<file path="src/rtl/stack_player_pkg.sv">
// stack_player_pkg: state encoding and sizing helpers shared by stack_player
package stack_player_pkg;
  typedef enum logic [2:0] {IDLE, POP, LOAD, SHOW, GAP, FIN} state_t;
  function automatic int clog2(input int n);
    int r = 0;
    while ((1 << r) < n) r++;
    return r;
  endfunction
  function automatic int count_w(input int depth);
    return clog2(depth + 1);
  endfunction
  // timer only ever holds max-1, so clog2(max) bits suffice; floor of 1 bit
  function automatic int timer_w(input int on_c, input int off_c);
    int m = on_c > off_c ? on_c : off_c;
    return m > 1 ? clog2(m) : 1;
  endfunction
  localparam int COUNT_W = count_w(16);
  localparam int TIMER_W = timer_w(16, 8);
endpackage

</file>
<file path="src/rtl/stack_player_hold_timer.sv">
// hold_timer: loadable down-counter that parks at zero and flags it
module hold_timer #(
  parameter int W = 4
) (
  input  logic         clk,
  input  logic         rst,
  input  logic         load,
  input  logic [W-1:0] load_val,
  output logic         zero
);
  logic [W-1:0] cnt;
  always_ff @(posedge clk)
    if (rst) cnt <= '0;
    else if (load) cnt <= load_val;
    else if (cnt != '0) cnt <= cnt - 1'b1;
  assign zero = cnt == '0;
endmodule

</file>
<file path="src/rtl/stack_player.sv">
// stack_player: drains the LIFO on START, showing each symbol for ON_CYCLES
// followed by an OFF_CYCLES dark gap.
module stack_player
  import stack_player_pkg::*;
#(
  parameter int DATA_WIDTH = 2,
  parameter int DEPTH      = 16,
  parameter int ON_CYCLES  = 16,
  parameter int OFF_CYCLES = 8
) (
  input  logic                        CLK,
  input  logic                        RST,
  input  logic                        START,
  input  logic                        ABORT,
  input  logic                        STK_EMPTY,
  input  logic [DATA_WIDTH-1:0]       STK_DATA,
  output logic                        STK_POP,
  output logic                        SYM_VALID,
  output logic [DATA_WIDTH-1:0]       SYM_DATA,
  output logic                        BUSY,
  output logic                        DONE,
  output logic [count_w(DEPTH)-1:0]   COUNT
);
  localparam int CW = count_w(DEPTH);
  localparam int TW = timer_w(ON_CYCLES, OFF_CYCLES);
  localparam logic [TW-1:0] ON_LD  = TW'(ON_CYCLES - 1);
  localparam logic [TW-1:0] OFF_LD = TW'(OFF_CYCLES - 1);
  state_t state;
  logic t_zero;
  logic t_load;
  assign t_load  = state == LOAD || (state == SHOW && t_zero);
  assign STK_POP = state == POP && !ABORT;
  hold_timer #(.W(TW)) u_timer (
    .clk(CLK),
    .rst(RST),
    .load(t_load),
    .load_val(state == LOAD ? ON_LD : OFF_LD),
    .zero(t_zero)
  );
  // DONE and BUSY are registered from the next state so they line up with FIN
  always_ff @(posedge CLK)
    if (RST) begin
      state     <= IDLE;
      SYM_VALID <= 1'b0;
      SYM_DATA  <= '0;
      BUSY      <= 1'b0;
      DONE      <= 1'b0;
      COUNT     <= '0;
    end else begin
      DONE <= 1'b0;
      if (state != IDLE && ABORT) begin
        state     <= IDLE;
        SYM_VALID <= 1'b0;
        BUSY      <= 1'b0;
      end else
        case (state)
          IDLE:
            if (START && !ABORT) begin
              COUNT <= '0;
              BUSY  <= 1'b1;
              DONE  <= STK_EMPTY;
              state <= STK_EMPTY ? FIN : POP;
            end
          POP: state <= LOAD;
          LOAD: begin
            SYM_DATA  <= STK_DATA;
            COUNT     <= COUNT == CW'(DEPTH) ? COUNT : COUNT + 1'b1;
            SYM_VALID <= 1'b1;
            state     <= SHOW;
          end
          SHOW:
            if (t_zero) begin
              SYM_VALID <= 1'b0;
              state     <= GAP;
            end
          GAP:
            if (t_zero) begin
              DONE  <= STK_EMPTY;
              state <= STK_EMPTY ? FIN : POP;
            end
          FIN: begin
            BUSY  <= 1'b0;
            state <= IDLE;
          end
          default: state <= IDLE;
        endcase
    end
endmodule
</file>
<file path="config.mk">
export PLATFORM = sky130hd
export DESIGN_NAME = stack_player
export DESIGN_NICKNAME = d
export VERILOG_FILES = /design/src/rtl/stack_player_pkg.sv /design/src/rtl/stack_player_hold_timer.sv /design/src/rtl/stack_player.sv
export SDC_FILE = /design/constraint.sdc
export NUM_CORES = 1
export LEC_CHECK = 0
export CELL_PAD_IN_SITES_DETAIL_PLACEMENT = 1
export CELL_PAD_IN_SITES_GLOBAL_PLACEMENT = 1
export CORE_MARGIN = 2
export CORE_UTILIZATION = 36
export DETAILED_ROUTE_END_ITERATION = 8
export GPL_TIMING_DRIVEN = 0
export PLACE_DENSITY_LB_ADDON = 0.1
export SLEW_MARGIN = 20
export SYNTH_ARGS = -nofsm -noshare
export SYNTH_HDL_FRONTEND = slang
export SYNTH_SLANG_ARGS = --single-unit
</file>
<file path="constraint.sdc">
create_clock -name CLK -period 2 [get_ports CLK]
set_input_delay 0.3 -clock CLK [delete_from_list [all_inputs] [get_ports CLK]]
set_output_delay 0.3 -clock CLK [all_outputs]
set_load 0.01 [all_outputs]
</file>
=== Yosys cells after proc, flatten, opt, wreduce, memory -nomap -nowiden ===
Cells that the tools add are included.
Widths: inputs -> output; s select.

* Bits in registers: 17
* Output and inout bits: 11
* Word-level logic and storage cells: 58

* Add/sub/neg operators: 2
* Equality and inequality tests: 10
* Multiplexer cells: 18
* Bitwise logic cells: 1
* Reduce and logical (&&, ||, !) cells: 20

{| class="wikitable"
|+ Operators by type and width
! kind !! number
|-
| $pmux 3 s5 || 1
|-
| $mux 3 || 4
|-
| $mux 4 || 3
|-
| $mux 5 || 2
|-
| $pmux 5 s2 || 1
|-
| $ne 2x2->1 const B || 4
|-
| $reduce_bool 2->1 || 4
|-
| $eq 3x2->1 const B || 2
|-
| $eq 3x3->1 const B || 2
|-
| $pmux 1 s2 || 3
|-
| $reduce_and 2->1 || 3
|-
| $add 5x1->5 const B || 1
|-
| $eq 5x5->1 const B || 1
|-
| $logic_and 1x1->1 || 4
|-
| $logic_not 4->1 || 1
|-
| $mux 1 || 4
|-
| $reduce_and 4->1 || 1
|-
| $reduce_bool 4->1 || 1
|-
| $sub 4x1->4 const B || 1
|-
| $eq 3x1->1 const B || 1
|-
| $logic_not 3->1 || 1
|-
| $reduce_and 3->1 || 1
|-
| $reduce_bool 3->1 || 1
|-
| $reduce_or 2->1 || 1
|-
| 3 further kinds || 3
|}

=== Logic depth before layout (Yosys ltp) ===
Gate-level depths: netlist of run 1.

* Depth in word-level cells: 4
* Gate-level depth with buffers: 7
* Mapped depth without buffers: 6

=== Cells and area by module ===
Synthesis of run 1 repeated with hierarchy kept, for this count alone.

* Cell total of the unflattened synthesis: 110
* Area total of the unflattened synthesis: 988.4 um^2

{| class="wikitable"
|+ By module, submodules not included
! module !! times used !! cells each !! area an instance (um^2) !! seq. area each (um^2)
|-
| stack_player || 1 || 86 || 759.5 || 260.2
|-
| hold_timer || 1 || 24 || 229.0 || 80.1
|}

=== Worst setup path before layout of run 1 ===
No wires, ideal clock.

* Kind: reg-to-reg
* From: register COUNT[0]
* To: register COUNT[3]
* Library setup time: 0.070 ns
* Arrival time: 1.544 ns
* Setup slack: 0.385 ns
* Cell stages (with the launch flop): 7
* Path buffers: 0
* Clock period less this slack: 1.615 ns
* Cell sequence: dfxtp_1 inv_1 ha_1 nand4b_1 o211ai_2 or4_1 a21oi_1

* Longest elaborated chain between the ends: 3
* Elaborated cells on any way between the ends: 6
* Classes of those cells: add/sub (1); eq/ne (2); mux (2); reduce/logical (1)

{| class="wikitable"
|+ RTL lines
! element !! RTL line !! RTL
|-
| start, declared || stack_player.sv:22 || <nowiki>output logic [count_w(DEPTH)-1:0] COUNT</nowiki>
|-
| start signal, assigned || stack_player.sv:67 || <nowiki>COUNT <= COUNT == CW'(DEPTH) ? COUNT : COUNT + 1'b1;</nowiki>
|-
| $add 5x1->5 or $eq 5x5->1 (tied branches) || stack_player.sv:67 ||
|-
| $mux 5 or $ne 2x2->1 (tied branches) || n/a ||
|-
| $pmux 5 s2 or $reduce_and 4->1 (tied branches) || n/a ||
|}

Several ways; a longest one is shown, not always the timed one. The select of a mux whose other input is x is not followed.
A chain may end at the register's enable or synchronous reset.

=== Final worst setup path of run 1 ===
* From: input port ABORT
* To: register COUNT[4]

* Longest elaborated chain between the ends: 4
* Elaborated cells on any way between the ends: 6
* Classes of those cells: eq/ne (1); bitwise (1); reduce/logical (4)

{| class="wikitable"
|+ RTL lines
! element !! RTL line !! RTL
|-
| start, declared || stack_player.sv:14 || <nowiki>input logic ABORT,</nowiki>
|-
| $logic_not 1->1 || stack_player.sv:58 || <nowiki>if (START && !ABORT) begin</nowiki>
|-
| $logic_and 1x1->1 || stack_player.sv:58 ||
|-
| $ne 2x2->1 (no source line) || n/a ||
|-
| $reduce_and 4->1 (no source line) * || n/a ||
|}

Mark *: on every way between the ends. The rest lies on a longest branch, timed or not.

==> flow_metrics.tcl, run 1 <==
set metrics [dict create \
    max-clock-path-buffers 2 \
    synth.avg_cell_area_um2 8.17 \
    status "completed" \
    reg2regPathDepth 6 \
    slew_violations 0 \
    cts_root_buffer "clkbuf_4" \
    vias_per_cell 5.50 \
    via_count 852 \
    min_period_ns 1.83 \
    cp.required_ns 2.22 \
    drt-pass1-iter-count 4 \
    power_density_mw_per_mm2 980 \
    irDropWorstVdd_mv 0.509 \
    drc 0 \
    critPathLaunchType "primary input" \
    wl_per_cell_um 14.7 \
    cellLeakagePower_nw 0.390 \
    syn_inst 107 \
    place_hpwl_um 1720 \
    report.power.total_w 0.00108 \
    p_sw_w 0.000406 \
    cts_sinks 17 \
    drt_wl_total_um 2280 \
    p_sw_frac 0.377 \
    final_common_cell "dfxtp_1" \
    ys_async_sr_fraction 0 \
    synth_flop_cell "dfxtp_1" \
    p_comb_frac 0.402 \
    min_path_cells 2 \
    n_antenna_cell 0 \
    die_h_um 53.3 \
    antenna_found_initial 0 \
    syn2layout_area_growth_pct 25.9 \
    cp-end-kind "register" \
    worstSkewPairLatency_ns 0.29 \
    final_nets 138 \
    fin_crit_sh 0.914 \
    cap_violations 0 \
    grt_pass1_vias 864 \
    track_usage 0.195 \
    drtIter0Drc 9 \
    max_clock_freq_mhz 547 \
    grt_pass1_wl_um 3980 \
    yosys_warnings 0 \
    overflow 0 \
    finalSetupViolations 0 \
    slew_headroom 0.579 \
    syn-cell-area_um2 875 \
    pwr-share-clk 0.174 \
    crit_arrival_ns 2.05 \
    rsz0062_at_grt "false" \
    synth_seq_cells 17 \
    synth_edf_count 0 \
    finClkSkew_ns 0.00195 \
    dp_cells 152 \
    fin_ws_ns 0.172 \
    die-width_um 53.3 \
    fin_cells 155 \
    seq_area_frac_synth 0.389 \
    min_path_type "register to register" \
    synth_nets 117 \
    seqPwrFrac 0.424 \
    route.antenna.remaining_nets 0 \
    ys_types 32 \
    grt_start_max_net_pins 11 \
    io_pins 18 \
    rows 17 \
    cts_buffers 3 \
    tightest_slew_ns 0.630 \
    cts_max_level 1 \
    hold_violations 0 \
    numPortBuffers 17 \
    p_int_w 0.000673 \
    dieArea_mm2 0.00284 \
    core_mm2 0.00225 \
    cts.clk_slew.worst_paths_ns 0.10 \
    cts_tree "yes" \
    cp_max_fo 10 \
    start_util 0.388 \
    final_cell_mix "dfxtp_1 (17), clkdlybuf4s50_1 (16), a21oi_1 (13), nand2_1 (9)" \
    drive_above_1_share 0.0709 \
    gp_congestion 0.745 \
    pre_cts_slack_ns -0.127 \
    path_class "primary input to register" \
]
[cells in the mapped netlist, drive strengths merged (2+ instances only)]
cell | instances | area, um^2
a21o | 2 | 15.0
a21oi | 13 | 65.1
a311oi | 2 | 17.5
buf | 3 | 21.3
clkbuf | 3 | 11.3
dfxtp | 17 | 340
ha | 3 | 37.5
inv | 6 | 22.5
nand2 | 9 | 33.8
nand3 | 3 | 15.0
nor2 | 6 | 22.5
nor2b | 5 | 31.3
nor3 | 5 | 25.0
nor4 | 2 | 12.5
o21ai | 6 | 30.0
or2b | 2 | 15.0
or3 | 4 | 25.0
or3b | 2 | 17.5
or4 | 3 | 22.5
[sequential cells by signal, summed over array words and instances, names as in the netlist]
signal and cells:
SYM_DATA 2, DONE 1, SYM_VALID 1, state 3, BUSY 1, u_timer.cnt 4
COUNT 5
[power by group through the flow]
stage                     clock (W)  sequential [W]  combinational, W
final                      0.000187        0.000458          0.000434
after global routing       0.000210        0.000470          0.000497
after CTS                  0.000197        0.000456          0.000448
after detailed placement          0        0.000464          0.000444
after global placement            0        0.000458          0.000414
after floorplan                   0        0.000452          0.000311
[metrics by stage]
stage | hold WS, ns | cell area [um^2] | utilization | setup TNS [ns]
6_report | 0.465 | 1100 | 0.488 | 0
5_1_grt | 0.490 | 1100 | 0.488 | 0
4_1_cts | 0.471 | 1100 | 0.490 | 0
3_5_place_dp | 0.457 | 1080 | 0.479 | -0.333
3_3_place_gp | 0.447 | 1080 | 0.479 | -0.129
2_1_floorplan | 0.372 | 875 | - | 0
[final cells by class]
class	count	area (um^2)
buffer	5	28.8
clock buffer	4	26.3
fill	291	1150
inverter	6	22.5
multi-input combinational	78	479
sequential	17	340
tap	28	35.0
timing repair buffer	17	169
[worst paths after layout]
kind | from | end | slack [ns]
max reg2reg | u_timer.cnt[0] | state[2] | 0.22
min reg2reg | SYM_VALID | SYM_VALID | 0.46
min | SYM_VALID | SYM_VALID | 0.46
max | ABORT | COUNT[4] | 0.17
[worst max-delay path, stage by stage]
cell and delay [ns]:
clkdlybuf4s50_1 0.55, o21ba_2 0.31, o211ai_2 0.18, or4_1 0.54, a21oi_1 0.15
[routing by layer]
metal,global-route usage,up-vias,share of wire
met3,0.0367,2,0.034
met2,0.309,9,0.48
met5,0,-,0
met1,0.250,417,0.49
li1,-,424,-
met4,0.0940,0,0.0053
[cells by family (layout without fill, tap and decap cells)]
family / count (synthesis) / in the layout / share of synthesized area
AND/OR/NAND/NOR: 45 / 45 / 0.285
AO/OA/AOI/OAI: 29 / 29 / 0.209
flip-flops: 17 / 17 / 0.389
buffers and inverters: 12 / 32 / 0.0629
adder cells (fa/ha/maj): 3 / 3 / 0.0429
multiplexers: 1 / 1 / 0.0114
[what timing repair did]
action,in CTS,in global routing
buffers inserted,0,0
gates resized for setup,1,0
endpoints found under the setup margin,1,1
gates cloned,0,0
hold buffers,0,0
No activity file was read; power rests on OpenSTA's default activity.
==> run 2: changes to the inputs <==
--- a/config.mk
+++ b/config.mk
@@ -12,7 +12,6 @@
 export DETAILED_ROUTE_END_ITERATION = 8
 export GPL_TIMING_DRIVEN = 0
 export PLACE_DENSITY_LB_ADDON = 0.1
-export SLEW_MARGIN = 20
 export SYNTH_ARGS = -nofsm -noshare
 export SYNTH_HDL_FRONTEND = slang
 export SYNTH_SLANG_ARGS = --single-unit
==> results of run 2 <==
Final layout, timing and power as in run 1 (identical DEF).
